[src/rtl/shared_reg_arbiter.sv]
// Round-robin write arbiter for one shared WIDTH-bit register.
// Four requesters; one owner at a time, bounded hold, one idle cycle between grants.
`timescale 1ns/1ps
module shared_reg_arbiter #(
    parameter int WIDTH    = 8,
    parameter int MAX_HOLD = 8
) (
    input  logic               clk,
    input  logic               reset,
    input  logic [3:0]         req,
    input  logic [3:0]         we,
    input  logic [4*WIDTH-1:0] wdata,
    output logic [3:0]         gnt,
    output logic [1:0]         owner,
    output logic               busy,
    output logic               timeout,
    output logic [WIDTH-1:0]   q
);

    typedef enum logic {IDLE, GRANT} state_t;

    localparam logic [7:0] HOLD_LAST = 8'(MAX_HOLD - 1);

    state_t     state;
    logic [1:0] ptr;
    logic [7:0] cnt;
    logic [1:0] pick;
    logic [1:0] idx;
    logic       pick_valid;

    // Descending scan so the requester closest to ptr wins.
    always_comb begin
        pick       = 2'd0;
        pick_valid = 1'b0;
        idx        = 2'd0;
        for (int k = 3; k >= 0; k--) begin
            idx = ptr + 2'(k);
            if (req[idx]) begin
                pick       = idx;
                pick_valid = 1'b1;
            end
        end
    end

    always_ff @(posedge clk or posedge reset) begin
        if (reset) begin
            state   <= IDLE;
            gnt     <= 4'b0;
            owner   <= 2'd0;
            busy    <= 1'b0;
            timeout <= 1'b0;
            q       <= '0;
            ptr     <= 2'd0;
            cnt     <= 8'd0;
        end else begin
            timeout <= 1'b0;
            case (state)
                IDLE: begin
                    if (pick_valid) begin
                        gnt   <= 4'b0001 << pick;
                        owner <= pick;
                        busy  <= 1'b1;
                        cnt   <= 8'd0;
                        ptr   <= pick + 2'd1;
                        state <= GRANT;
                    end else begin
                        gnt <= 4'b0;
                    end
                end
                GRANT: begin
                    if (req[owner] && we[owner])
                        q <= wdata[owner*WIDTH +: WIDTH];
                    if (!req[owner]) begin
                        gnt   <= 4'b0;
                        busy  <= 1'b0;
                        state <= IDLE;
                    end else if (cnt == HOLD_LAST) begin
                        gnt     <= 4'b0;
                        busy    <= 1'b0;
                        timeout <= 1'b1;
                        state   <= IDLE;
                    end else begin
                        cnt <= cnt + 8'd1;
                    end
                end
                default: state <= IDLE;
            endcase
        end
    end

endmodule
[config.mk]
export PLATFORM = sky130hd
export DESIGN_NAME = shared_reg_arbiter
export DESIGN_NICKNAME = d
export VERILOG_FILES = /design/src/rtl/shared_reg_arbiter.sv
export SDC_FILE = /design/constraint.sdc
export NUM_CORES = 1
export LEC_CHECK = 0
export CAP_MARGIN = 20
export CORE_UTILIZATION = 45
export CTS_BUF_LIST = sky130_fd_sc_hd__clkbuf_4
export CTS_CLUSTER_DIAMETER = 60
export CTS_CLUSTER_SIZE = 20
export DETAILED_ROUTE_END_ITERATION = 7
export GPL_ROUTABILITY_DRIVEN = 0
export PLACE_DENSITY = 0.79
export SYNTH_ARGS = -nofsm -noshare
export SYNTH_HDL_FRONTEND = slang
export SYNTH_SLANG_ARGS = --single-unit
[constraint.sdc]
create_clock -name clk -period 5.6 [get_ports clk]
set_input_delay 1.12 -clock clk [delete_from_list [all_inputs] [get_ports clk]]
set_output_delay 1.12 -clock clk [all_outputs]
set_load 0.02 [all_outputs]
==> results of run 1 <==
layer usage:
layer	GRT usage [%]	vias up
li1	-	576
met1	24.9	621
met2	38.4	67
met3	4.59	7
met4	6.12	0
met5	0	-
registers in the layout (all words and copies together), names as in the netlist:
name and count:
busy 1, gnt 4, state 1, q 8
cnt 8, timeout 1, owner 2, ptr 2
logic make-up after synthesis:
kind of cell / Yosys count
compound gates: 15
xor+xnor: 5
fa+ha+maj: 1
buf+inv: 8
flops: 27
mux: 21
simple gates: 50
per-stage QoR:
step / cell area (sq um) / worst slack [ns] / utilization, % / hold slack (ns)
after global placement: 2060 / 2.67 / 67.0 / 0.462
after floorplan: 1470 / 3.35 / - / 0.486
after global routing: 2110 / 2.50 / 68.4 / 0.510
after detailed placement: 2060 / 2.61 / 67.0 / 0.465
final: 2110 / 2.61 / 68.4 / 0.492
after CTS: 2090 / 2.57 / 67.9 / 0.498
cells in the final DEF, fill, tap and decap left out, drive strengths merged, types with 2 or more instances in the layout:
master and count:
clkdlybuf4s50 57, dfrtp 27, nand2 24, mux4 9, mux2 8, nor2 7
o21ai 5, mux2i 4, xor2 4, inv 3, a21oi 3, nand3 3
clkbuf 3, or4 2, nor3 2, nand4 2, o31ai 2, and2 2
power breakdown:
part	leakage [nW]	internal [mW]	switching (mW)	total [mW]
logic	0.527	0.266	0.227	0.494
clock network	0.0177	0.0268	0.0574	0.0842
registers	0.342	0.266	0.0785	0.344
total	0.887	0.559	0.363	0.922
final cells by class:
class                   instances  share of cell area, %
flip-flops and latches         27                   32.1
clock inverters                 1                  0.238
well taps                      44                   2.61
clock buffers                   3                   1.07
repair buffers                 58                   27.8
multi-input cells              92                   35.7
inverters                       3                  0.535
worst min-delay path by stage:
stage	endpoint	depth (start not counted)	start	slack, ns
6_report	busy	1	busy	0.49
5_1_grt	busy	1	busy	0.51
4_1_cts	busy	1	busy	0.50
3_5_place_dp	busy	1	busy	0.47
3_3_place_gp	busy	1	busy	0.46
2_1_floorplan	cnt[0]	1	cnt[0]	0.49
==> qor.yml, run 1 <==
crit_path_cell_trace: "clkdlybuf4s50_1"
wl_per_cell_um: 15.1
cp.arrival_ns: 1.87
yosys-top-cells-area: "dfrtp_1, mux4_2, mux2_2, nand2_1, mux2i_1"
wl_met2_um: 1720
critPathLaunch: "owner[0]"
p_total_uw: 922
path_clk_slew_ns: 0.14
criticalPathCategory: "reg2out"
placeableCoreArea_sq_um: 3080
finalSetupViolations: 0
detailedRoute.firstIterationViolations: 44
grt_max_degree: 28
wl_met1_um: 1350
synth_compound_area_share_pct: 7.22
max_freq_mhz: 334
critPathMaxStageDelay_ns: 0.82
cts-root-buf: "clkbuf_4"
synth-simple-area-share_pct: 17.3
peakVddDrop_uv: 265
skew_ns: 0.00426
dieArea_sq_um: 3510
crit_end: "owner[0]"
synth_flop_cell: "dfrtp_1"
rows: 20
maxSlewHeadroom_pct: 53.7
rr_worst_depth: 4
wirelength_um: 3450
grt_pass1_wl_um: 5640
yosysSeqAreaShare_pct: 45.9
multi_input_area_sq_um: 751
first_pass_iters: 4
hold_buffers: 0
die_w_um: 59.2
finalMaxSlewViolations: 0
cts_tree: "built"
r2r_setup_slack_ns: 3.42
numClockSinks: 27
syn-cell-area_sq_um: 1470
area_delta_synth_final_pct: 43.0
grtUsageTotal_pct: 21.2
ys_ff_latch: 27
syn_inst: 127
drc: 0
fill_cells: 250
outcome: "finished, final reports clean"
slowest_stage: "dfrtp_1"
grt_pass1_vias: 1259
syn_nets: 170
io_buffer_count: 57
critPathBufInv: 1
powerDensity_nw_per_um2: 438
ios: 58
hold_viol: 0
routed.top_layer: "met4"
synthTopCellsByCount: "dfrtp_1, nand2_1, mux4_2, mux2_2, nor2_1"
clk_path_buf_depth: 2
tightest_slew_ns: 0.694
numCtsBuffers: 3
synth_edf_count: 0
critPathRequiredTime_ns: 4.48
synthMuxAreaShare_pct: 22.6
vias: 1271
cp.depth: 1
fin_crit_ns: 2.99
setup_tns_ns: 0
netlist.area_leader.share_pct: 45.9
grt_overflow_total: 0
start_util_pct: 47.8
synthArstFlopShare_pct: 100
yosys_warnings: 0
crit_path_end_kind: "output port"
dp_hpwl_um: 2680
diodes: 0
clk_latency_ns: 0.33
fin_nets: 228
die_height_um: 59.2
rsz0062_at_grt: "false"
instances_no_fill: 228
regArea_sq_um: 676
cp_max_fo: 13
reg2reg_from: "owner[0]"
postCtsSetupBuffers: 0
synthXorXnorAreaFrac_pct: 2.97
grt_antenna_before_repair: 0
critPathLaunchType: "flip-flop"
layout-drive-gt1-share_pct: 15.8
path_delay_family: "flip-flops"
hold_path_class: "reg2reg"
dr_wl_met3_um: 330
drv_cap: 0
vias_per_cell: 5.57
rr_endpoint: "q[7]"
avgSynthCellArea_sq_um: 11.6
synth_top_family_by_area: "multiplexers"
postCtsResizedCells: 0
synth.most_common_cell: "dfrtp_1"
synth_top_cell_by_area: "dfrtp_1"
htreeDepth: 1
dpl.cell_count: 223
antenna_left: 0
synthAdderAreaFrac_pct: 0.850
timing.final.crit_share_pct: 53.4
leakage_nw: 0.887
synth_cell_types: 37
Power figures use the tool's default switching activity.
==> run 2, diff against run 1 <==
==> constraint.sdc (replaced) <==
create_clock -name clk -period 3.1 [get_ports clk]
set_input_delay 0.62 -clock clk [delete_from_list [all_inputs] [get_ports clk]]
set_output_delay 0.62 -clock clk [all_outputs]
set_load 0.02 [all_outputs]
==> run 2 against run 1 <==
Compared with the run above:
- via count decreased by 4.2%
- die area unchanged
- clock skew increased by 0.0031 ns
- total power increased by 81%
- combinational power increased by 88%
- critical path type unchanged
- largest cell class unchanged
==> qor.yml, run 2 (synthesized netlist as in run 1, its figures left out) <==
postCtsResizedCells: 0  # unchanged
grtUsageTotal_pct: 20.6  # -0.53 points
maxSlewHeadroom_pct: 59.9  # +6.1 points
antenna_left: 0  # unchanged
crit_end: "owner[1]"
grt_pass1_wl_um: 5540  # -1.8%
tightest_slew_ns: 0.598  # -0.0964 ns
reg2reg_from: "owner[1]"
finalSetupViolations: 0  # unchanged
cp_max_fo: 13  # unchanged
layout-drive-gt1-share_pct: 16.2  # +0.46 points
grt_overflow_total: 0  # unchanged
leakage_nw: 0.890  # +0.27%
vias_per_cell: 5.32  # -4.6%
area_delta_synth_final_pct: 43.0  # unchanged
slowest_stage: "dfrtp_1"
peakVddDrop_uv: 453  # +71%
hp-start: "busy"
die_height_um: 59.2  # unchanged
clk_latency_ns: 0.32  # about the same
dieArea_sq_um: 3510  # unchanged
finalMaxSlewViolations: 0  # unchanged
cp.arrival_ns: 1.73  # -0.14 ns
detailedRoute.firstIterationViolations: 22  # -50%
postCtsSetupBuffers: 0  # unchanged
max_freq_mhz: 426
cts-root-buf: "clkbuf_4"
path_clk_slew_ns: 0.14  # about the same
criticalPathCategory: "reg2out"
placeableCoreArea_sq_um: 3080  # unchanged
final_util_pct: 68.4  # unchanged
io_buffer_count: 57  # unchanged
numClockSinks: 27  # unchanged
rr_endpoint: "q[0]"
grt_max_degree: 28  # unchanged
cts_tree: "built"
mostFrequentLayoutCell: "clkdlybuf4s50_1"
htreeDepth: 1  # unchanged
rr_worst_depth: 4  # unchanged
critPathMaxStageDelay_ns: 0.70  # -0.12 ns
hold_viol: 0  # unchanged
numCtsBuffers: 3  # unchanged
critPathLaunch: "owner[1]"
cp.depth: 1  # unchanged
crit_path_end_kind: "output port"
wirelength_um: 3430  # -0.75%
hold_path_class: "reg2reg"
setup_tns_ns: 0  # unchanged
ios: 58  # unchanged
crit_path_cell_trace: "clkdlybuf4s50_1"
grt_antenna_before_repair: 0  # unchanged
skew_ns: 0.00739  # +0.00313 ns
critPathRequiredTime_ns: 2.48  # -2.00 ns
rows: 20  # unchanged
first_pass_iters: 3  # -1
hold_buffers: 0  # unchanged
critPathBufInv: 1  # unchanged
fin_crit_ns: 2.35
rsz0062_at_grt: "false"
clk_path_buf_depth: 2  # unchanged
drc: 0  # unchanged
drv_cap: 0  # unchanged
grt_pass1_vias: 1342  # +6.6%
die_w_um: 59.2  # unchanged
r2r_setup_slack_ns: 1.04  # -2.38 ns
vias: 1218  # -4.2%
dp_hpwl_um: 2770  # +3.2%
path_delay_family: "flip-flops"
final_cell_mix: "clkdlybuf4s50_1, dfrtp_1, nand2_1"
fin_nets: 229  # +0.44%
timing.final.crit_share_pct: 75.7
wl_per_cell_um: 15.0  # -1.2%
powerDensity_nw_per_um2: 794  # +81%
diodes: 0  # unchanged
critPathLaunchType: "flip-flop"
reg_top3: "cnt (8), q (8), gnt (4)"
outcome: "finished, final reports clean"
start_util_pct: 47.8  # unchanged
## run 2: cell types whose count changed in the layout (fill, tap and decap cells not counted), sizes merged
cell  before  now
buf        1    2
## run 2: power by group
group          switching [mW]  internal, mW
Clock                  0.0971        0.0482
Sequential              0.117         0.481
Combinational           0.441         0.489
## run 2: metrics by stage
stage | instances | setup WS, ns | hold WS [ns] | total power, mW | area, sq um
floorplan | 127 | 1.25 | 0.486 | 1.20 | 1470
global placement | 225 | 0.696 | 0.461 | 1.51 | 2080
detailed placement | 225 | 0.607 | 0.467 | 1.55 | 2080
CTS | 229 | 0.711 | 0.499 | 1.70 | 2110
global route | 229 | 0.679 | 0.511 | 1.79 | 2110
finish | 229 | 0.754 | 0.495 | 1.67 | 2110
## run 2: worst min path at each step
stage / to / slack, ns / cells after the start
2_1_floorplan: cnt[0] / 0.49 / 1
3_3_place_gp: busy / 0.46 / 1
3_5_place_dp: busy / 0.47 / 1
4_1_cts: busy / 0.50 / 1
5_1_grt: busy / 0.51 / 1
6_report: busy / 0.50 / 1
## run 2: layout make-up
class                   instances  area, sq um
flip-flops and latches         27          676
fillers                       242          972
well taps                      44         55.1
inverters                       3         11.3
multi-input cells              92          751
clock inverters                 1         5.00
repair buffers                 59          586
clock buffers                   3         22.5
## run 2: layer usage
| metal | track usage, % | share of wire (%) | vias to the layer above |
|---|---|---|---|
| li1 | - | - | 572 |
| met1 | 20.6 | 38 | 600 |
| met2 | 40.9 | 52 | 44 |
| met3 | 5.90 | 8.9 | 2 |
| met4 | 5.10 | 0.38 | 0 |
| met5 | 0 | 0 | - |
==> run 3, diff against run 2 <==
--- a/config.mk
+++ b/config.mk
@@ -6,13 +6,13 @@
 export NUM_CORES = 1
 export LEC_CHECK = 0
 export CAP_MARGIN = 20
-export CORE_UTILIZATION = 45
+export CORE_UTILIZATION = 40
 export CTS_BUF_LIST = sky130_fd_sc_hd__clkbuf_4
 export CTS_CLUSTER_DIAMETER = 60
 export CTS_CLUSTER_SIZE = 20
 export DETAILED_ROUTE_END_ITERATION = 7
 export GPL_ROUTABILITY_DRIVEN = 0
-export PLACE_DENSITY = 0.79
+export PLACE_DENSITY = 0.74
 export SYNTH_ARGS = -nofsm -noshare
 export SYNTH_HDL_FRONTEND = slang
 export SYNTH_SLANG_ARGS = --single-unit
==> constraint.sdc (replaced) <==
create_clock -name clk -period 1.9 [get_ports clk]
set_input_delay 0.38 -clock clk [delete_from_list [all_inputs] [get_ports clk]]
set_output_delay 0.38 -clock clk [all_outputs]
set_load 0.02 [all_outputs]
==> run 3 against run 2 <==
Compared with the run above:
- total power rose by 71%
- global-route usage fell by 0.88 points
- final area rose by 4.0%
- core utilization fell by 4.8 points
- via count rose by 6.8%
- flip-flop and latch count did not move
- register-to-register slack got worse by 1.0 ns
- non-clock buffer count rose by 11
- combinational power rose by 79%
- sequential power rose by 59%
- clock skew fell by 0.0052 ns
- sequential share of layout area fell by 1.2 points
==> qor.yml, run 3 (synthesized netlist as in run 1, its figures left out) <==
rows: 21  # +5.0%
leakage_nw: 0.945  # +6.2%
cp.arrival_ns: 2.09  # +0.36 ns
detailedRoute.firstIterationViolations: 38  # +73%
finalSetupViolations: 0  # unchanged
drc: 0  # unchanged
wl_per_cell_um: 15.3  # +2.1%
grt_antenna_before_repair: 0  # unchanged
grt_pass1_wl_um: 6120  # +10%
holdWs_ns: 0.415  # -0.0807 ns
hold_buffers: 0  # unchanged
grt_max_degree: 28  # unchanged
peakVddDrop_uv: 770  # +70%
drv_cap: 0  # unchanged
layout-drive-gt1-share_pct: 21.4  # +5.2 points
diodes: 0  # unchanged
fill_cells: 281  # +16%
crit_path_end_kind: "flip-flop"
grt_overflow_total: 0  # unchanged
final_util_pct: 63.6  # -4.8 points
cp_max_fo: 6  # -7
area_delta_synth_final_pct: 48.8
criticalPathCategory: "reg2reg"
cts-root-buf: "clkbuf_4"
reg_top3: "cnt (8), q (8), gnt (4)"
timing.final.crit_share_pct: 97.8
numClockSinks: 27  # unchanged
hold_path_class: "in2async"
placeableCoreArea_sq_um: 3440  # +12%
first_pass_iters: 4  # +1
max_freq_mhz: 538
vias_per_cell: 5.38  # +1.1%
skew_ns: 0.00224  # -0.00516 ns
outcome: "finished, final reports clean"
numCtsBuffers: 3  # unchanged
powerDensity_nw_per_um2: 1310  # +64%
mostFrequentLayoutCell: "clkdlybuf4s50_1"
rsz0062_at_grt: "false"
pre_cts_slack_ns: -0.196  # -0.803 ns
clk_latency_ns: 0.32  # about the same
grtUsageTotal_pct: 19.7  # -0.88 points
tightest_slew_ns: 0.406  # -0.191 ns
ios: 58  # unchanged
die_height_um: 62.7  # +5.9%
io_buffer_count: 57  # unchanged
path_clk_slew_ns: 0.14  # about the same
wirelength_um: 3700  # +7.9%
dp_hpwl_um: 2850  # +2.9%
finalMaxSlewViolations: 0  # unchanged
grt_pass1_vias: 1316  # -1.9%
rr_endpoint: "busy"
die_w_um: 62.7  # +5.9%
htreeDepth: 1  # unchanged
fin_crit_ns: 1.86
start_util_pct: 42.8  # -5.1 points
final_cell_mix: "clkdlybuf4s50_1, dfrtp_1, nand2_1"
reg2reg_from: "cnt[4]"
maxSlewHeadroom_pct: 72.7  # +13 points
dieArea_sq_um: 3930  # +12%
postCtsSetupBuffers: 0  # unchanged
critPathLaunchType: "flip-flop"
r2r_setup_slack_ns: 0.04  # -1.00 ns
fin_nets: 240  # +4.8%
setup_tns_ns: 0  # unchanged
setup_ws_ns: 0.0423  # -0.711 ns
clk_path_buf_depth: 2  # unchanged
regArea_sq_um: 677  # +0.19%
multi_input_area_sq_um: 751  # unchanged
cts_tree: "built"
antenna_left: 0  # unchanged
critPathRequiredTime_ns: 2.13  # -0.35 ns
rr_worst_depth: 6  # +2
vias: 1301  # +6.8%
hold_viol: 0  # unchanged
run 3: cell count changes in the layout (fill, tap and decap cells not counted):
cell,before,now
dlygate4sd2_1,0,1
dfrtp_1,27,26
clkdlybuf4s50_1,57,56
buf_4,2,13
dfrtp_2,0,1
run 3: where the power goes:
group	switching [mW]	internal, mW
Sequential	0.164	0.787
Combinational	0.780	0.884
Clock	0.167	0.0788
run 3: cell type report:
cell class / count / area share (%)
Timing Repair Buffer: 70 / 30.4
Clock buffer: 3 / 1.03
Clock inverter: 1 / 0.228
Multi-Input combinational cell: 92 / 34.3
Inverter: 3 / 0.514
Sequential cell: 27 / 30.9
Tap cell: 46 / 2.63
run 3: layer usage:
| layer | vias up | part of all wire (%) | GRT usage (%) |
|---|---|---|---|
| met4 | 0 | 0.43 | 4.36 |
| met5 | - | 0 | 0 |
| met2 | 72 | 47 | 33.4 |
| met3 | 6 | 8.4 | 4.38 |
| met1 | 628 | 45 | 25.8 |
| li1 | 595 | - | - |
run 3: worst max path at each step:
stage,from,to,slack [ns],depth (start not counted)
after floorplan,owner[1],q[0],0.05,5
after global placement,req[1],cnt[3],-0.09,6
after detailed placement,req[0],q[1],-0.20,5
after CTS,cnt[4],busy,0.07,6
after global routing,cnt[4],busy,0.001,6
final,cnt[4],busy,0.04,6
run 3: through the flow:
stage / instance area [sq um] / instances / power, mW
global route: 2190 / 242 / 3.04
floorplan: 1470 / 127 / 1.96
detailed placement: 2160 / 238 / 2.64
finish: 2190 / 242 / 2.86
global placement: 2160 / 238 / 2.58
CTS: 2190 / 242 / 2.88
run 3: worst max-delay path: stages (launching register included):
cell     delay (ns)
dfrtp_1        0.44
or4_1          0.52
or3_4          0.35
nand2_2        0.09
buf_4          0.14
nand2_1        0.06
a21o_1         0.17
run 3: timing repair:
| action | in CTS | in global routing |
|---|---|---|
| endpoints found under the hold margin | 0 | 0 |
| resized for setup | 2 | 0 |
| endpoints found under the setup margin | 1 | 0 |
